`src/rtl/dmac_channel_arbiter.sv`:
```
// dmac_channel_arbiter: shares one AHB master port among NUM_CH DMA channels.
// Define DMAC_ARB_ROUND_ROBIN_EN for round-robin arbitration; default is fixed lowest-index priority.
module dmac_channel_arbiter #(
    parameter int NUM_CH = 2
) (
    input  logic                  clk,
    input  logic                  rst,
    input  logic [NUM_CH-1:0]     ch_req,
    input  logic [2*NUM_CH-1:0]   ch_htrans,
    input  logic [32*NUM_CH-1:0]  ch_maddr,
    input  logic [32*NUM_CH-1:0]  ch_mwdata,
    input  logic [4*NUM_CH-1:0]   ch_mwstrb,
    input  logic [2*NUM_CH-1:0]   ch_mburst,
    input  logic [NUM_CH-1:0]     ch_write,
    input  logic [NUM_CH-1:0]     ch_irq,
    input  logic                  readyIn,
    input  logic [1:0]            M_HResp,
    output logic [NUM_CH-1:0]     ch_gnt,
    output logic [NUM_CH-1:0]     ch_ready,
    output logic [2*NUM_CH-1:0]   ch_hresp,
    output logic [1:0]            HTrans,
    output logic [31:0]           MAddress,
    output logic [31:0]           MWData,
    output logic [3:0]            MWStrb,
    output logic [1:0]            MBurst_Size,
    output logic                  write,
    output logic                  irq
);
    localparam int unsigned N  = NUM_CH;
    localparam int unsigned IW = $clog2(NUM_CH);

    localparam logic [1:0] IDLE     = 2'd0;
    localparam logic [1:0] OWN      = 2'd1;
    localparam logic [1:0] HANDOVER = 2'd2;

    logic [1:0]    state;
    logic [N-1:0]  gnt;
    logic [IW-1:0] gnt_idx;
    logic [IW-1:0] dsel;
    logic [IW-1:0] win_idx;
    logic          win_found;
    logic          grant_now;
    logic          owner_done;

    logic [1:0]  htrans_a [N];
    logic [31:0] maddr_a  [N];
    logic [31:0] mwdata_a [N];
    logic [3:0]  mwstrb_a [N];
    logic [1:0]  mburst_a [N];

    for (genvar g = 0; g < NUM_CH; g++) begin : g_unpack
        assign htrans_a[g] = ch_htrans[2*g +: 2];
        assign maddr_a[g]  = ch_maddr[32*g +: 32];
        assign mwdata_a[g] = ch_mwdata[32*g +: 32];
        assign mwstrb_a[g] = ch_mwstrb[4*g +: 4];
        assign mburst_a[g] = ch_mburst[2*g +: 2];
    end

`ifdef DMAC_ARB_ROUND_ROBIN_EN
    logic [IW-1:0] ptr;

    // Search starts one past the last winner so the previous owner ranks last.
    always_comb begin : arb_rr
        int unsigned c;
        c         = 0;
        win_found = 1'b0;
        win_idx   = '0;
        for (int unsigned k = 1; k <= N; k++) begin
            c = (32'(ptr) + k) % N;
            if (!win_found && ch_req[IW'(c)]) begin
                win_found = 1'b1;
                win_idx   = IW'(c);
            end
        end
    end

    always_ff @(posedge clk or posedge rst) begin
        if (rst)
            ptr <= '0;
        else if (grant_now)
            ptr <= win_idx;
    end
`else
    always_comb begin : arb_fixed
        win_found = 1'b0;
        win_idx   = '0;
        for (int unsigned k = 0; k < N; k++) begin
            if (!win_found && ch_req[IW'(k)]) begin
                win_found = 1'b1;
                win_idx   = IW'(k);
            end
        end
    end
`endif

    assign grant_now  = win_found && ((state == IDLE) || (state == HANDOVER && readyIn));
    assign owner_done = !ch_req[gnt_idx] && (htrans_a[gnt_idx] == 2'b00);

    always_ff @(posedge clk or posedge rst) begin
        if (rst) begin
            state   <= IDLE;
            gnt     <= '0;
            gnt_idx <= '0;
        end else begin
            case (state)
                IDLE: begin
                    if (grant_now) begin
                        gnt     <= {{(N-1){1'b0}}, 1'b1} << win_idx;
                        gnt_idx <= win_idx;
                        state   <= OWN;
                    end
                end
                OWN: begin
                    if (owner_done) begin
                        gnt   <= '0;
                        state <= HANDOVER;
                    end
                end
                HANDOVER: begin
                    if (grant_now) begin
                        gnt     <= {{(N-1){1'b0}}, 1'b1} << win_idx;
                        gnt_idx <= win_idx;
                        state   <= OWN;
                    end else if (readyIn) begin
                        state <= IDLE;
                    end
                end
                default: begin
                    gnt   <= '0;
                    state <= IDLE;
                end
            endcase
        end
    end

    // Data phase trails the accepted address phase by one cycle.
    always_ff @(posedge clk or posedge rst) begin
        if (rst)
            dsel <= '0;
        else if (readyIn && HTrans != 2'b00)
            dsel <= gnt_idx;
    end

    always_comb begin
        HTrans      = 2'b00;
        MAddress    = '0;
        MBurst_Size = '0;
        write       = 1'b0;
        MWData      = '0;
        MWStrb      = '0;
        if (!rst) begin
            if (|gnt) begin
                HTrans      = htrans_a[gnt_idx];
                MAddress    = maddr_a[gnt_idx];
                MBurst_Size = mburst_a[gnt_idx];
                write       = ch_write[gnt_idx];
            end
            MWData = mwdata_a[dsel];
            MWStrb = mwstrb_a[dsel];
        end
    end

    for (genvar g = 0; g < NUM_CH; g++) begin : g_route
        assign ch_ready[g]       = !rst && readyIn && (gnt[g] || dsel == IW'(g));
        assign ch_hresp[2*g +: 2] = (!rst && dsel == IW'(g)) ? M_HResp : 2'b00;
    end

    assign ch_gnt = gnt;
    assign irq    = |ch_irq;
endmodule
```
`config.mk`:
```
export PLATFORM = sky130hd
export DESIGN_NAME = dmac_channel_arbiter
export DESIGN_NICKNAME = d
export VERILOG_FILES = /design/src/rtl/dmac_channel_arbiter.sv
export SDC_FILE = /design/constraint.sdc
export NUM_CORES = 1
export LEC_CHECK = 0
export CORE_AREA = 2 2 93 95
export DETAILED_ROUTE_END_ITERATION = 10
export DIE_AREA = 0 0 95 97
export DONT_BUFFER_PORTS = 1
export PLACE_DENSITY = 0.36
export REMOVE_ABC_BUFFERS = 1
export SYNTH_ARGS = -nofsm -noshare
export SYNTH_HDL_FRONTEND = slang
export SYNTH_SLANG_ARGS = --single-unit
```
`constraint.sdc`:
```
create_clock -name clk -period 2.6 [get_ports clk]
set_input_delay 0.52 -clock clk [delete_from_list [all_inputs] [get_ports clk]]
set_output_delay 0.52 -clock clk [all_outputs]
set_load 0.1 [all_outputs]
```
**Yosys cells after proc, flatten, opt, wreduce, memory -nomap -nowiden**

Index checks and enable logic that the tools add are counted.

- Magnitude comparators: 3
- Equal/unequal tests: 6
- Shift-type cells: 1
- Muxes and demuxes: 42
- Bitwise gates (word level): 3
- Reductions and logical operators: 25

Operators with widths:

| cell | count |
|---|---|
| 2-to-1 mux 32 bit | 9 |
| 2-to-1 mux 2 bit | 18 |
| 2-to-1 mux 4 bit | 4 |
| logical AND 1 bit | 10 |
| 2-to-1 mux 1 bit | 9 |
| one-hot mux 2 bit (3 select lines) | 1 |
| OR reduction 2 bit | 3 |
| >= comparator 2 bit (second input constant) | 2 |
| logical NOT 2 bit | 2 |
| != test 2 bit (second input constant) | 2 |
| NOT 1 -> 2 bit | 2 |
| one-hot mux 2 bit (2 select lines) | 1 |
| AND reduction 2 bit | 2 |
| logical NOT 1 bit | 3 |
| logical OR 1 bit | 3 |
| != test 3 bit (second input constant) | 1 |
| AND reduction 3 bit | 1 |
| equality test 2 x 1 -> 1 bit (second input constant) | 1 |
| equality test 2 bit (second input constant) | 1 |
| less-than comparator 1 x 2 -> 1 bit (second input constant) | 1 |
| != test 2 x 1 -> 1 bit (second input constant) | 1 |
| nonzero test 2 bit | 1 |
| << shifter 1 x 1 -> 2 bit (first input constant) | 1 |
| NOT 1 bit | 1 |

- Register bits: 6
- Output and inout bits: 82

**Logic depth before layout (Yosys ltp)**

Gate-level depths: netlist of the first run.

- Depth after elaboration: 8
- Depth in mapped cells: 5

**Worst setup path before layout of the first run**

No wires, ideal clock.

- Path type: in2out
- From: input port rst
- To: output port ch_hresp[0]
- Arrival time: 2.896 ns
- Path slack: -0.816 ns
- Cell stages on the path: 2
- Path through: buf_2 nor3b_1

- Word-level cells in the longest chain between the ends: 3

Ends and longest elaborated chain:

| element | RTL line | text |
|---|---|---|
| start: declaration | 7 | `input logic rst,` |
| logical NOT 1 bit | 165 | `assign ch_hresp[2*g +: 2] = (!rst && dsel == IW'(g)) ? M_HResp : 2'b00;` |
| logical AND 1 bit | 165 |  |
| 2-to-1 mux 2 bit | 165 |  |
| end: declaration | 20 | `output logic [2*NUM_CH-1:0] ch_hresp,` |

Every way passes these cells.

**Worst setup path in the final report of the first run**

- From: register dsel
- To: output port MWStrb[3]

- Word-level cells in the longest chain between the ends: 5

Ends and longest elaborated chain:

| element | RTL line | text |
|---|---|---|
| start: declaration | 39 | `logic [IW-1:0] dsel;` |
| start signal: assignment | 141 | `dsel <= gnt_idx;` |
| NOT 1 -> 2 bit (implied by the code) | 159 | `MWStrb = mwstrb_a[dsel];` |
| 2-to-1 mux 4 bit (implied by the code) (3 in series) | 159 |  |
| 2-to-1 mux 4 bit | 151 | `if (!rst) begin` |
| end: declaration | 24 | `output logic [3:0] MWStrb,` |

Every way passes these cells. The select of a mux whose other input is x is not followed.

==> results.sh, run 1 <==
export IMPL_postSynthRegisterBits=6
export IMPL_count_of_hold_fix_buffers_inserted_at_cts=0
export IMPL_crit_required_ps=2080
export IMPL_grt_use_total_pct=13.1
export IMPL_cell_variety_after_synth=30
export IMPL_use_met3_pct=5.06
export IMPL_grtUsageMet1_pct=13.5
export IMPL_skew_ps=1.63
export IMPL_core_ar_um2=8130
export IMPL_yosysSeqAreaShare_pct=9.84
export IMPL_buffer_ports_inserted=0
export IMPL_yosysWarnings=0
export IMPL_drt_pass1_iter_count=4
export IMPL_max_slew_margin_rel_pct=59.9
export IMPL_postSynthCellCount=208
export IMPL_grt_overflow=0
export IMPL_tritoncts="yes"
export IMPL_cts_sink_count=6
export IMPL_grt_setup_unrepaired="no"
export IMPL_critPathKind="reg2out"
export IMPL_number_of_antenna_violations_at_the_first_check_in_global_routing=0
export IMPL_dieArea_um2=9220
export IMPL_hpwl_um=5670
export IMPL_preCtsSetupSlack_ps=568
export IMPL_die_width_um=95
export IMPL_worst_setup_path_end_kind="output pin"
export IMPL_p_leak_uw=0.00130
export IMPL_crit_path_max_fanout=27
export IMPL_ir_worst_vdd_v=0.000609
export IMPL_ys_top_cells_by_area="mux2i_1, nor2_1, dfrtp_1, buf_2, buf_4"
export IMPL_io_pins=237
export IMPL_synth_async_reset_ratio_pct=100
export IMPL_avgViaCountPerCell=4.72
export IMPL_setup_viol=0
export IMPL_post_route_min_period_ps=2240
export IMPL_postCtsSetupRepairBufs=0
export IMPL_synth_cells_most_frequent="nor2_1, mux2i_1, buf_2"
export IMPL_fp_row_count=33
export IMPL_crit_start_category="register"
export IMPL_status="finished clean"
export IMPL_setup_slack_ps=359
export IMPL_grt_pass1_vias=1830
export IMPL_first_iter_violations=49
export IMPL_final_max_slew_viol_count=0
export IMPL_cap_violations=0
export IMPL_final_nets=433
export IMPL_post_synth_cell_area_avg_um2=7.33
export IMPL_reg2reg_from="ch_gnt[1]"
export IMPL_synth_main_ff_cell="dfrtp_1"
export IMPL_grt_busiest_layer="met2"
export IMPL_timing_fmax_ghz=0.446
export IMPL_cts_inserted_buffers=3
export IMPL_layout_drive_gt1_share_pct=61.7
export IMPL_worstPathBufferInverterCount=2
export IMPL_detail_route_drc_violations=0
export IMPL_pwr_density_cell_nw_per_um2=1490
export IMPL_first_pass_grt_wire_length_um=9480
export IMPL_gp_routability_congestion=0.745
export IMPL_initial_utilization_pct=18.8
export IMPL_htree_levels=1
export IMPL_post_synth_top_count_cell="nor2_1"
export IMPL_final_hold_viol_count=0
export IMPL_finish_instance_area_um2=2950
export IMPL_syn_cell_area_um2=1530
export IMPL_critical_path_top_delay_family="flip-flops"
export IMPL_areaGrowthSynthToFinish_pct=93.7
export IMPL_postCtsResizedCells=0
export IMPL_antenna_viol_nets_final=0
export IMPL_critPathArrivalTime_ps=1720
export IMPL_num_antenna_cells=0
export IMPL_min_period_over_period_pct=86.2
export IMPL_hold_class="in2async"
export IMPL_slowest_cell_delay_on_critical_path_ps=640
export IMPL_timing_critical_path_cells="buf_12 -> mux2i_1 -> nor2_2 -> buf_4"
export IMPL_routed_wl_um=6550
export IMPL_placed_cell_area_um2=2910
export IMPL_timing_worst_slew_pin_value_ps=602
export IMPL_die_height_um=97
export IMPL_grt_max_degree=42
export IMPL_num_vias=1802
export IMPL_wl_per_cell_um=17.1
export IMPL_count_of_flip_flops_with_a_built_in_enable_after_synthesis=0
export IMPL_cts_reportedPaths_clkPinSlew_ps=40
export IMPL_met2_usage_pct=24.5
export IMPL_cell_at_the_root_of_the_clock_tree="clkbuf_8"
export IMPL_crit_slowest_cell="dfrtp_2"
export IMPL_cts_buffer_depth=2
export IMPL_post_synth_top_area_cell="mux2i_1"
export IMPL_clkLatencyLatePin_ps=220
export IMPL_synth_largest_type_area_fraction_pct=49.2
export IMPL_timing_critical_path_from="dsel"
-- registers in the layout (all words and copies together), names as in the netlist --
register,flops
ch_gnt,2
state,2
dsel,1
gnt_idx,1
-- worst register-to-register path: cells and delay by family (launching register included) --
| kind | cells | cell delay [ps] |
|---|---|---|
| compound gates | 1 | 150 |
| buf+inv | 1 | 500 |
| flops | 1 | 440 |
| mux | 1 | 340 |
| simple gates | 1 | 120 |
-- through the flow --
| step | instances | TNS [ps] | total power, uW | utilization, % | hold WS [ps] |
|---|---|---|---|---|---|
| 4_1_cts | 382 | 0 | 4430 | 36.3 | 165 |
| 3_5_place_dp | 378 | 0 | 4280 | 35.8 | 400 |
| 5_1_grt | 382 | 0 | 4580 | 36.3 | 182 |
| 6_report | 382 | 0 | 4390 | 36.3 | 173 |
| 2_1_floorplan | 189 | -78670 | 3060 | - | 329 |
| 3_3_place_gp | 378 | 0 | 4260 | 35.8 | 398 |
-- layout make-up --
type	count	area [um2]
tap	105	131
clock buffer	4	45.0
timing repair buffer	84	1150
sequential	6	153
multi-input combinational	180	1460
inverter	3	11.3
fill	805	5180
-- kinds of logic after synthesis --
group | count (synthesis) | synth area share (%)
mux | 76 | 50.0
simple gates | 90 | 25.6
compound gates | 14 | 6.40
buf+inv | 22 | 8.20
flops | 6 | 9.84
-- worst paths after layout --
path | cells after the start | slack, ps | end
worst max register to register | 4 | 920 | dsel
worst min-delay path | 1 | 170 | state[0]
worst max-delay path | 4 | 360 | MWStrb[3]
max in group asynchronous | 1 | 2170 | gnt_idx
worst min register to register | 1 | 580 | state[1]
min in group clk | 1 | 380 | state[1]
-- report_power, final --
group | total (uW) | switching, uW | leakage (uW) | internal, uW
clock network | 147 | 41.3 | 0.0000228 | 106
registers | 245 | 110 | 0.0000709 | 135
logic | 4000 | 2750 | 0.00120 | 1250
total | 4390 | 2900 | 0.00130 | 1490
-- routing by layer --
metal	vias up	part of all wire, %	wire (um)
li1	850	-	-
met1	801	33	2150
met2	149	52	3440
met3	2	14	941
met4	0	0.35	23
met5	-	0	0
-- placed cells by master, fill, tap and decap left out, drive strengths merged --
| cell type | n |
|---|---|
| a211oi | 1 |
| a21o | 1 |
| a21oi | 3 |
| a31oi | 2 |
| and3 | 3 |
| buf | 82 |
| clkbuf | 6 |
| dfrtp | 6 |
| inv | 3 |
| mux2 | 1 |
| mux2i | 75 |
| nand2 | 4 |
| nand2b | 1 |
| nor2 | 76 |
| nor3 | 1 |
| nor3b | 3 |
| nor4b | 1 |
| o211ai | 1 |
| o21a | 1 |
| o21bai | 1 |
| o22ai | 1 |
| o311ai | 1 |
| o31a | 1 |
| o32ai | 1 |
| or2 | 1 |
Note: power is estimated with default switching activity, not from simulation.
==> inputs of run 2 (changes only) <==
--- a/config.mk
+++ b/config.mk
@@ -5,11 +5,11 @@
 export SDC_FILE = /design/constraint.sdc
 export NUM_CORES = 1
 export LEC_CHECK = 0
-export CORE_AREA = 2 2 93 95
+export CORE_AREA = 2 2 91 93
 export DETAILED_ROUTE_END_ITERATION = 10
-export DIE_AREA = 0 0 95 97
+export DIE_AREA = 0 0 93 95
 export DONT_BUFFER_PORTS = 1
-export PLACE_DENSITY = 0.36
+export PLACE_DENSITY = 0.37
 export REMOVE_ABC_BUFFERS = 1
 export SYNTH_ARGS = -nofsm -noshare
 export SYNTH_HDL_FRONTEND = slang
==> run 2 against run 1 <==
Register-to-register slack got worse by 50 ps. Sequential cell count did not move. Non-clock buffer count stayed put. Clock power increased by 3%. Global-route usage fell by 0.85 points. Routed wire length is 5.9% lower.
==> results.sh, run 2 (synthesis gave the netlist of run 1 again) <==
export IMPL_timing_worst_slew_pin_value_ps=603
export IMPL_pwr_density_cell_nw_per_um2=1490
export IMPL_die_width_um=93
export IMPL_buffer_ports_inserted=0
export IMPL_initial_utilization_pct=19.2
export IMPL_num_antenna_cells=0
export IMPL_crit_required_ps=2080
export IMPL_worst_setup_path_end_kind="output pin"
export IMPL_htree_levels=1
export IMPL_p_leak_uw=0.00130
export IMPL_pwr_share_seq_pct=5.8
export IMPL_critical_path_top_delay_family="flip-flops"
export IMPL_layout_common_cells="mux2i_1, nor2_2, buf_4"
export IMPL_setup_slack_ps=364
export IMPL_skew_ps=0.969
export IMPL_slowest_cell_delay_on_critical_path_ps=600
export IMPL_post_route_util_pct=37.3
export IMPL_preCtsSetupSlack_ps=587
export IMPL_critPathKind="reg2out"
export IMPL_clkLatencyLatePin_ps=230
export IMPL_io_pins=237
export IMPL_met3WireLength_um=918
export IMPL_netSwitchingPower_uw=2910
export IMPL_final_nets=433
export IMPL_cts_buffer_depth=2
export IMPL_layout_drive_gt1_share_pct=61.7
export IMPL_count_of_hold_fix_buffers_inserted_at_cts=0
export IMPL_grt_overflow=0
export IMPL_power_switching_fraction_pct=66.1
export IMPL_max_slew_margin_rel_pct=59.8
export IMPL_final_max_slew_viol_count=0
export IMPL_hpwl_um=5430
export IMPL_route_layer_met1_wl_um=1990
export IMPL_core_ar_um2=7930
export IMPL_p_clk_share_pct=3.5
export IMPL_avgViaCountPerCell=4.66
export IMPL_grt_setup_unrepaired="no"
export IMPL_postCtsResizedCells=0
export IMPL_cell_at_the_root_of_the_clock_tree="clkbuf_8"
export IMPL_crit_start_category="register"
export IMPL_gp_routability_congestion=0.786
export IMPL_timing_critical_path_from="dsel"
export IMPL_first_iter_violations=23
export IMPL_wl_per_cell_um=16.1
export IMPL_tritoncts="yes"
export IMPL_cts_reportedPaths_clkPinSlew_ps=40
export IMPL_critPathArrivalTime_ps=1720
export IMPL_dieArea_um2=8840
export IMPL_cts_sink_count=6
export IMPL_fp_row_count=33
export IMPL_detail_route_drc_violations=0
export IMPL_totalNegativeSetupSlack_ps=0
export IMPL_worstPathBufferInverterCount=2
export IMPL_postCtsSetupRepairBufs=0
export IMPL_finish_instance_area_um2=2950
export IMPL_grt_max_degree=41
export IMPL_reg2reg_from="gnt_idx"
export IMPL_timing_fmax_ghz=0.447
export IMPL_setup_viol=0
export IMPL_crit_path_max_fanout=30
export IMPL_power_share_combinational_pct=90.7
export IMPL_first_pass_grt_wire_length_um=8600
export IMPL_final_hold_viol_count=0
export IMPL_post_route_min_period_ps=2240
export IMPL_placedCellCount=378
export IMPL_areaGrowthSynthToFinish_pct=93.7
export IMPL_top_signal_layer_used="met4"
export IMPL_routed_wl_um=6160
export IMPL_internal_power_uw=1490
export IMPL_min_period_over_period_pct=86.0
export IMPL_num_vias=1780
export IMPL_die_height_um=95
export IMPL_antenna_viol_nets_final=0
export IMPL_status="finished clean"
export IMPL_placed_cell_area_um2=2910
export IMPL_hold_class="in2async"
export IMPL_drt_pass1_iter_count=4
export IMPL_finalNonFillerCells=382
export IMPL_number_of_antenna_violations_at_the_first_check_in_global_routing=0
export IMPL_cap_violations=0
export IMPL_ir_worst_vdd_v=0.000666
export IMPL_final_common_cell="mux2i_1"
export IMPL_grt_use_total_pct=12.2
export IMPL_crit_slowest_cell="dfrtp_2"
export IMPL_cts_inserted_buffers=3
export IMPL_grt_pass1_vias=1733
export IMPL_timing_critical_path_cells="buf_12 -> mux2i_1 -> nor2_2 -> buf_4"
export IMPL_met2WireLength_um=3230
==> run 2: cell counts in the layout (fill, tap and decap cells not counted) <==
Identical to the previous run, type by type.
==> run 2: path summary, 6_finish.rpt <==
path	depth (start not counted)	slack, ps	endpoint
max	4	360	MWStrb[3]
min	1	170	state[1]
max reg2reg	4	870	dsel
min reg2reg	1	590	state[1]
max in group asynchronous	1	2160	gnt_idx
min in group clk	1	380	state[1]
==> run 2: layout make-up <==
cell class | instances | area, um2
clock buffers | 4 | 45.0
fillers | 811 | 4970
inverters | 3 | 11.3
multi-input cells | 180 | 1460
flip-flops and latches | 6 | 153
well taps | 105 | 131
repair buffers | 84 | 1150
==> run 2: power groups by stage <==
| stage | clock network, uW | logic, uW | registers, uW |
|---|---|---|---|
| after floorplan | 0 | 2590 | 479 |
| after global placement | 0 | 3990 | 259 |
| after detailed placement | 0 | 4010 | 261 |
| after CTS | 156 | 4010 | 259 |
| after global routing | 161 | 4120 | 267 |
| final | 152 | 3990 | 255 |
==> run 2: worst reg2reg max path, cell delays in order (launching register included) <==
cell and delay, ps:
dfrtp_2 500, buf_12 230, nor3b_4 210, nor4b_2 320, mux2_1 350
==> run 2: per-stage QoR <==
stage,total power [uW],hold slack [ps]
global placement,4250,408
global route,4550,178
CTS,4430,168
detailed placement,4270,406
floorplan,3060,329
finish,4400,171
==> run 2: layer usage <==
metal | vias to the layer above | GRT usage [%]
li1 | 849 | -
met1 | 788 | 12.5
met2 | 141 | 23.8
met3 | 2 | 4.87
met4 | 0 | 1.84
met5 | - | 0
